===== config.mk =====
export PLATFORM = sky130hd
export DESIGN_NAME = imem_load_ctrl_flat
export DESIGN_NICKNAME = d
export VERILOG_FILES = /design/src/rtl/imem_load_ctrl_if.sv /design/src/rtl/imem_load_ctrl.sv /design/src/flat_wrapper.sv
export SDC_FILE = /design/constraint.sdc
export NUM_CORES = 1
export LEC_CHECK = 0
export ABC_AREA = 1
export BUFFER_PORTS_ARGS = -buffer_cell sky130_fd_sc_hd__buf_2
export CAP_MARGIN = 10
export CELL_PAD_IN_SITES_DETAIL_PLACEMENT = 2
export CELL_PAD_IN_SITES_GLOBAL_PLACEMENT = 2
export CORE_UTILIZATION = 37
export CTS_CLUSTER_SIZE = 10
export DETAILED_ROUTE_END_ITERATION = 12
export GPL_TIMING_DRIVEN = 0
export PLACE_DENSITY = 0.82
export SETUP_SLACK_MARGIN = 0.5
export SLEW_MARGIN = 5
export SYNTH_ARGS = -nofsm -noshare
export SYNTH_HDL_FRONTEND = slang
export SYNTH_SLANG_ARGS = --single-unit

===== constraint.sdc =====
create_clock -name clock -period 5.2 [get_ports clock]
set_input_delay 1.04 -clock clock [delete_from_list [all_inputs] [get_ports clock]]
set_output_delay 1.04 -clock clock [all_outputs]
set_load 0.02 [all_outputs]

===== src/rtl/imem_load_ctrl_if.sv =====
// Program-memory port shared by the fetch stage and the UART loader.
// The controller drives the port (master); the memory samples it (slave).
interface imem_load_ctrl_if #(
    parameter int ADDR_W = 14
);
    logic [ADDR_W-1:0] mem_addr;
    logic [31:0]       mem_wdata;
    logic              mem_we;

    modport master (output mem_addr, output mem_wdata, output mem_we);
    modport slave  (input  mem_addr, input  mem_wdata, input  mem_we);
endinterface


===== src/rtl/imem_load_ctrl.sv =====
// Instruction-memory load controller: packs UART bytes little-endian into words,
// writes them to program memory while holding the CPU in reset, then hands the port back to fetch.
// The rx stream has no back-pressure: a byte is taken on every clock where rx_valid is high
// and the controller is in ARM, RECV or WRITE; bytes in any other state are dropped.
module imem_load_ctrl #(
    parameter int ADDR_W  = 14,
    parameter int TIMEOUT = 100000
) (
    input  logic              clock,
    input  logic              reset_n,
    input  logic              start_load,
    input  logic              rx_valid,
    input  logic [7:0]        rx_byte,
    input  logic [ADDR_W-1:0] fetch_addr,
    imem_load_ctrl_if.master  mem,
    output logic              cpu_hold,
    output logic              load_done,
    output logic [ADDR_W:0]   word_count,
    output logic              overflow,
    output logic [2:0]        dbg_state
);
    localparam int TW = $clog2(TIMEOUT + 1);
    localparam logic [TW-1:0]   TIMER_LAST = TW'(TIMEOUT - 1);
    localparam logic [ADDR_W:0] CAP        = {1'b1, {ADDR_W{1'b0}}};

    typedef enum logic [2:0] {
        S_RUN   = 3'd0,
        S_ARM   = 3'd1,
        S_RECV  = 3'd2,
        S_WRITE = 3'd3,
        S_FLUSH = 3'd4,
        S_DONE  = 3'd5
    } state_t;

    state_t            state_q, state_d;
    logic [1:0]        byte_idx_q, byte_idx_d;
    logic [31:0]       asm_q, asm_d;
    logic [31:0]       wreg_q, wreg_d;
    logic [ADDR_W-1:0] wptr_q, wptr_d;
    logic [ADDR_W:0]   wc_q, wc_d;
    logic              ovf_q, ovf_d;
    logic [TW-1:0]     timer_q, timer_d;
    logic              mem_we_q, mem_we_d;
    logic [31:0]       mem_wdata_q, mem_wdata_d;
    logic              cpu_hold_q, cpu_hold_d;
    logic              load_done_q, load_done_d;
    logic              byte_accept;

    always_ff @(posedge clock or negedge reset_n) begin
        if (!reset_n) begin
            state_q     <= S_RUN;
            byte_idx_q  <= '0;
            asm_q       <= '0;
            wreg_q      <= '0;
            wptr_q      <= '0;
            wc_q        <= '0;
            ovf_q       <= 1'b0;
            timer_q     <= '0;
            mem_we_q    <= 1'b0;
            mem_wdata_q <= '0;
            cpu_hold_q  <= 1'b0;
            load_done_q <= 1'b0;
        end else begin
            state_q     <= state_d;
            byte_idx_q  <= byte_idx_d;
            asm_q       <= asm_d;
            wreg_q      <= wreg_d;
            wptr_q      <= wptr_d;
            wc_q        <= wc_d;
            ovf_q       <= ovf_d;
            timer_q     <= timer_d;
            mem_we_q    <= mem_we_d;
            mem_wdata_q <= mem_wdata_d;
            cpu_hold_q  <= cpu_hold_d;
            load_done_q <= load_done_d;
        end
    end

    assign byte_accept = rx_valid &&
                         (state_q == S_ARM || state_q == S_RECV || state_q == S_WRITE);

    always_comb begin
        state_d     = state_q;
        byte_idx_d  = byte_idx_q;
        asm_d       = asm_q;
        wreg_d      = wreg_q;
        wptr_d      = wptr_q;
        wc_d        = wc_q;
        ovf_d       = ovf_q;
        timer_d     = timer_q;
        mem_we_d    = 1'b0;
        mem_wdata_d = '0;
        load_done_d = 1'b0;
        cpu_hold_d  = (state_q != S_RUN);

        // Pointers advance while the registered write is on the bus, so mem_addr stays stable.
        if (mem_we_q) begin
            wptr_d = wptr_q + 1'b1;
            wc_d   = wc_q + 1'b1;
        end

        if (byte_accept) begin
            timer_d = '0;
            asm_d[8*byte_idx_q +: 8] = rx_byte;
            if (byte_idx_q == 2'd3) begin
                wreg_d     = {rx_byte, asm_q[23:0]};
                asm_d      = '0;
                byte_idx_d = 2'd0;
            end else begin
                byte_idx_d = byte_idx_q + 2'd1;
            end
        end

        case (state_q)
            S_RUN: begin
                if (start_load) begin
                    state_d    = S_ARM;
                    wptr_d     = '0;
                    wc_d       = '0;
                    byte_idx_d = '0;
                    asm_d      = '0;
                    ovf_d      = 1'b0;
                    timer_d    = '0;
                end
            end
            S_ARM: begin
                if (byte_accept) state_d = S_RECV;
            end
            S_RECV: begin
                if (byte_accept) begin
                    if (byte_idx_q == 2'd3) state_d = S_WRITE;
                end else if (timer_q == TIMER_LAST) begin
                    state_d = S_FLUSH;
                end else begin
                    timer_d = timer_q + TW'(1);
                end
            end
            S_WRITE: begin
                if (wc_q == CAP) begin
                    ovf_d = 1'b1;
                end else begin
                    mem_we_d    = 1'b1;
                    mem_wdata_d = wreg_q;
                end
                if (!byte_accept) timer_d = timer_q + TW'(1);
                state_d = S_RECV;
            end
            S_FLUSH: begin
                // Unfilled upper lanes are already zero: asm is cleared after every full word.
                if (byte_idx_q != 2'd0) begin
                    if (wc_q == CAP) begin
                        ovf_d = 1'b1;
                    end else begin
                        mem_we_d    = 1'b1;
                        mem_wdata_d = asm_q;
                    end
                end
                state_d = S_DONE;
            end
            S_DONE: begin
                load_done_d = 1'b1;
                state_d     = S_RUN;
            end
            default: state_d = S_RUN;
        endcase
    end

    assign mem.mem_addr  = (state_q == S_RUN) ? fetch_addr : wptr_q;
    assign mem.mem_wdata = mem_wdata_q;
    assign mem.mem_we    = mem_we_q;
    assign cpu_hold      = cpu_hold_q;
    assign load_done     = load_done_q;
    assign word_count    = wc_q;
    assign overflow      = ovf_q;
    assign dbg_state     = state_q;
endmodule


===== src/flat_wrapper.sv =====
// flat-port wrapper written by rule: the top's interface ports become plain ports
module imem_load_ctrl_flat 
#(
    parameter int ADDR_W  = 14,
    parameter int TIMEOUT = 100000
)
  (clock, reset_n, start_load, rx_valid, rx_byte, fetch_addr, cpu_hold, load_done, word_count, overflow, dbg_state, mem_mem_addr, mem_mem_wdata, mem_mem_we);
  imem_load_ctrl_if #(.ADDR_W(ADDR_W)) mem_i ();
  input  logic clock;
  input  logic reset_n;
  input  logic start_load;
  input  logic rx_valid;
  input  logic [7:0] rx_byte;
  input  logic [ADDR_W-1:0] fetch_addr;
  output logic cpu_hold;
  output logic load_done;
  output logic [ADDR_W:0] word_count;
  output logic overflow;
  output logic [2:0] dbg_state;
  output wire logic [$bits(mem_i.mem_addr)-1:0] mem_mem_addr;
  output wire logic [$bits(mem_i.mem_wdata)-1:0] mem_mem_wdata;
  output wire logic [$bits(mem_i.mem_we)-1:0] mem_mem_we;
  assign mem_mem_addr = mem_i.mem_addr;
  assign mem_mem_wdata = mem_i.mem_wdata;
  assign mem_mem_we = mem_i.mem_we;
  imem_load_ctrl #(.ADDR_W(ADDR_W), .TIMEOUT(TIMEOUT)) u_core (.clock(clock), .reset_n(reset_n), .start_load(start_load), .rx_valid(rx_valid), .rx_byte(rx_byte), .fetch_addr(fetch_addr), .mem(mem_i), .cpu_hold(cpu_hold), .load_done(load_done), .word_count(word_count), .overflow(overflow), .dbg_state(dbg_state));
endmodule

# Word level (Yosys, flattened, before mapping)
# Index checks and enable logic that the tools add are counted.
# totals
reg_bits	151
latchBits	0
ram_bits	0
mem_bits_ro	0
in_bits	26
out_inout_bits	68
word_cells	82
n_memories	0
# classes
add_sub_neg	5
n_mul	0
div_mod_pow	0
n_lt_le_gt_ge	0
eq_ne	13
n_shift	2
n_mux	40
bitwise	0
n_reduce_logical	10
# op_table
cell	n
2-to-1 mux 32 bit	7
2-to-1 mux 17 bit	5
one-hot mux 32 bit (2 select lines)	1
2-to-1 mux 14 bit	4
one-hot mux 17 bit (3 select lines)	1
2-to-1 mux 15 bit	3
negation 5 -> 34 bit	1
variable shift 8 x 34 -> 32 bit, first input constant	1
indexed part select 8 x 34 -> 32 bit	1
bitwise mux 32 bit	1
adder 17 x 1 -> 17 bit, second input constant	1
== test 17 bit, second input constant	1
adder 15 x 1 -> 15 bit, second input constant	1
== test 15 bit, second input constant	1
2-to-1 mux 3 bit	5
one-hot mux 3 bit (5 select lines)	1
adder 14 x 1 -> 14 bit, second input constant	1
2-to-1 mux 2 bit	4
== test 3 x 2 -> 1 bit, second input constant	2
== test 3 bit, second input constant	2
2-to-1 mux 1 bit	6
nonzero test 3 bit	2
!= test 2 x 1 -> 1 bit, second input constant	2
AND reduction 4 bit	1
14 further kinds	15

# Longest topological paths before layout
# depth
word_depth	8
depth_mapped	12

# Worst setup path after synthesis
# Ideal clock, no wire load.
# synth_timing
path_kind	register -> output
from	reg u_core.state_q[0] (netlist: u_core.dbg_state[0])
to	out mem_mem_addr[0]
arrival_ns	1.537
t_required_ns	4.160
slack_ns	2.623
path_stages_with_launch	6
path_buffers	1
cell_sequence	dfrtp_1 > nor2_4 > nand2_4 > inv_2 > clkbuf_1 > o21ai_0
# synth_via
elab_chain_cells	2
# synth_lines
element	line_no	source
start, declared	imem_load_ctrl.sv:35	state_t state_q, state_d;
start signal, assigned	imem_load_ctrl.sv:64	state_q <= state_d;
logical NOT 3 bit	imem_load_ctrl.sv:168	assign mem.mem_addr = (state_q == S_RUN) ? fetch_addr : wptr_q;
2-to-1 mux 14 bit	imem_load_ctrl.sv:168	
end, declared	flat_wrapper.sv:20	output wire logic [$bits(mem_i.mem_addr)-1:0] mem_mem_addr;
# No other way between the ends.

# Worst setup path in the final report
# layout_timing
from	reg u_core.state_q[0] (netlist: u_core.dbg_state[0])
to	out mem_mem_addr[4]
# The elaborated chain is that of the path after synthesis.

==> qor.csv <==
stage,metric,value,unit
critical_path,ff2ff_path_depth,7,
logic_synthesis,synth_most_common_cell,nand2_1,
critical_path,crit-reg2reg-launch,u_core.word_count[8],
critical_path,arrival,2.30,ns
logic_synthesis,async_reset_ff_frac,1.00,
logic_synthesis,synth_commonest_cells,"197 x nand2_1, 151 x dfrtp_1, 114 x inv_1",
clock_network,cts_max_level,4,
sta,worst_slew_pin_slew,0.689,ns
floorplanning,start_util,0.379,
logic_synthesis,ys_seq_area_frac,0.510,
drt,wire_per_inst,20.2,um
sta,holdWs,0.496,ns
sta,period_needed,3.34,ns
place,gp_congestion,0.820,
logic_synthesis,syn-num-nets,949,
critical_path,worstSetupStartpointType,flop,
logic_synthesis,synth_cells,913,
sta,max_slew_margin,0.540,
pwr,vdd_drop_max,0.000262,V
clock_network,post_cts_resize_count,0,
sta,finalMaxSlewViolations,0,
logic_synthesis,ys_warn_count,0,
finish,area_growth_syn_to_layout,18.8,%
floorplanning,rows,51,
drt,via_count,6945,
global_route,grt_max_degree,113,
floorplanning,io_pins,94,
global_route,gr-usage-met1,0.343,
floorplanning,dieArea,20600,um^2
drt,drt-pass1-iter-count,6,
finish,fillCellCount,2272,
drt,drc,0,
critical_path,cp_max_fo,10,
clock_network,post-cts-setup-buffers,0,
critical_path,crit_required,4.16,ns
sta,hold_violations,0,
sta,fin_tns_setup,0,ns
critical_path,r2r_setup_slack,2.71,ns
global_route,use_met3,0.0413,
clock_network,hold_buffers,0,
logic_synthesis,synth_flop_cell,dfrtp_1,
drt,drt_wl_total,26400,um
clock_network,cts_tree,done,
critical_path,critical_path.startpoint,u_core.dbg_state[0],
drt,ant_nets,0,
clock_network,clockBufferDepth,2,
drt,via_per_inst,5.33,
flow_run,drv_cap,0,
sta,fin_worst_skew,0.0156,ns
finish,nets,1062,
floorplanning,fp.coreArea,19500,um^2
place,dpl-instance-area,8240,um^2
drt,drt-initial-drc-count,274,
place,hpwl,18000,um
global_route,first_global_vias,7628,
finish,drive_above_1_share,0.165,
sta,rsz0062_at_grt,false,
logic_synthesis,ys_top_cells_by_area,"dfrtp_1 51%, nand2_1 10%, o21ai_0 6.1%",
sta,fmax,299,MHz
global_route,use_met2,0.469,
critical_path,rr_endpoint,u_core.mem.mem_wdata[28],
clock_network,clockRootBuffer,clkbuf_16,
global_route,grtUsageTotal,0.271,
place,io_buffers,93,
logic_synthesis,avgSynthCellArea,8.12,um^2
floorplanning,die_w,144,um
outcome,outcome,finished clean,
pwr,p_leak,4.41,nW
floorplanning,die_y,144,um
logic_synthesis,yosys_register_bits,151,
clock_network,clk-insertion-delay-late,0.44,ns
worst_hold_path,worst_hold_path_type,in -> async,
critical_path,cp-end-kind,output port,
global_route,gr-total-overflow,0,
global_route,antenna_found_initial,0,
finish,fin_util,0.451,
finish,fin_area,8800,um^2
clock_network,clk_pin_slew,0.06,ns
pwr,power.density,481,nW/um^2
critical_path,critPathCapture,mem_mem_addr[4],
finish,num_antenna_cells,0,
logic_synthesis,synth_top_area_frac,0.510,
logic_synthesis,synthDistinctLibCells,36,
global_route,grt_pass1_wl,42000,um
logic_synthesis,synth-edff-count,0,
clock_network,cts.sinks,151,
sta,setup_violations,0,
global_route,top_usage_layer,met2,
logic_synthesis,synth_area,7410,um^2
critical_path,crit_type,reg -> out,
clock_network,cts_buffers,17,
sta,min_period_over_period,0.642,
logic_synthesis,synth.largest_area_cell,dfrtp_1,
stage by stage:
step | cells | worst slack [ns] | total power, W
after floorplan | 913 | 2.62 | 0.00246
after global placement | 1271 | 0.651 | 0.00294
after detailed placement | 1272 | 2.28 | 0.00302
after CTS | 1304 | 1.81 | 0.00428
after global routing | 1304 | 1.64 | 0.00447
final | 1304 | 1.86 | 0.00423
sequential cells by signal, indices dropped and copies added (netlist names):
register              count
u_core.dbg_state          3
u_core.timer_q           17
u_core.mem.mem_we         1
u_core.mem.mem_wdata     32
u_core.overflow           1
u_core.byte_idx_q         2
u_core.cpu_hold           1
u_core.wreg_q            32
u_core.asm_q             32
u_core.word_count        15
u_core.wptr_q            14
u_core.load_done          1
critical path, stage by stage (launching register included):
cell	delay, ns
dfrtp_1	0.49
nor2_4	0.29
nand2_4	0.15
inv_2	0.17
clkbuf_1	0.38
nand2_1	0.10
o21ai_0	0.10
buf_2	0.19
placed cells by master (no fill, tap or decap), types with 2 or more instances in the layout:
master and n:
clkbuf_16 17, o21ai_0 91, o211ai_1 5, nor2_2 2, clkbuf_2 2, nand3_1 77, dfrtp_1 151, clkinv_4 5
or2_2 2, nand4_1 20, nor2_1 88, nor3b_1 6, nand2_1 197, buf_6 3, a211oi_2 9, nor3_1 18
nor2_4 3, xor2_1 6, inv_6 4, nand2_2 4, buf_4 2, nand2_4 6, clkbuf_1 21, buf_2 98
inv_2 5, inv_8 2, mux2_2 2, ha_1 10, a211oi_1 2, o22ai_1 2, inv_1 114, a21oi_1 48
a31oi_1 6
cell families (layout without fill, tap and decap cells):
group / after synthesis / in the layout / share of synthesized area
adders and majority gates: 10 / 10 / 0.0169
and+or+nand+nor: 424 / 424 / 0.253
xor gates and xnor gates: 7 / 7 / 0.00827
buffers and inverters: 154 / 280 / 0.0838
muxes: 2 / 2 / 0.00304
AOI/OAI and AO/OA: 165 / 165 / 0.125
DFF: 151 / 151 / 0.510
how the worst min path moves through the flow:
stage                                 start           endpoint  slack, ns
after floorplan            u_core.wreg_q[0]   u_core.wreg_q[0]       0.45
after global placement    u_core.wreg_q[15]  u_core.wreg_q[15]       0.47
after detailed placement  u_core.wreg_q[17]  u_core.wreg_q[17]       0.49
after CTS                           reset_n   u_core.wptr_q[8]       0.50
after global routing                reset_n   u_core.wptr_q[8]       0.51
final                               reset_n   u_core.wptr_q[7]       0.50
power by group:
part	internal (W)	total [W]	switching, W
sequential	0.00138	0.00154	0.000158
clock	0.000640	0.00120	0.000558
combinational	0.000405	0.00150	0.00109
total	0.00243	0.00423	0.00181
metal layers:
metal,vias up,part of all wire
li1,3193,-
met1,3582,0.44
met2,133,0.51
met3,37,0.033
met4,0,0.023
met5,-,0
final cells by class:
type / count / area [um^2] / area share
timing repair buffer: 94 / 503 / 0.0572
tap: 265 / 332 / 0.0377
multi-input combinational: 608 / 3010 / 0.342
buffer: 33 / 164 / 0.0186
inverter: 121 / 457 / 0.0519
sequential: 151 / 3780 / 0.429
clock inverter: 12 / 109 / 0.0124
clock buffer: 20 / 447 / 0.0508
Power figures use the tool's default switching activity.
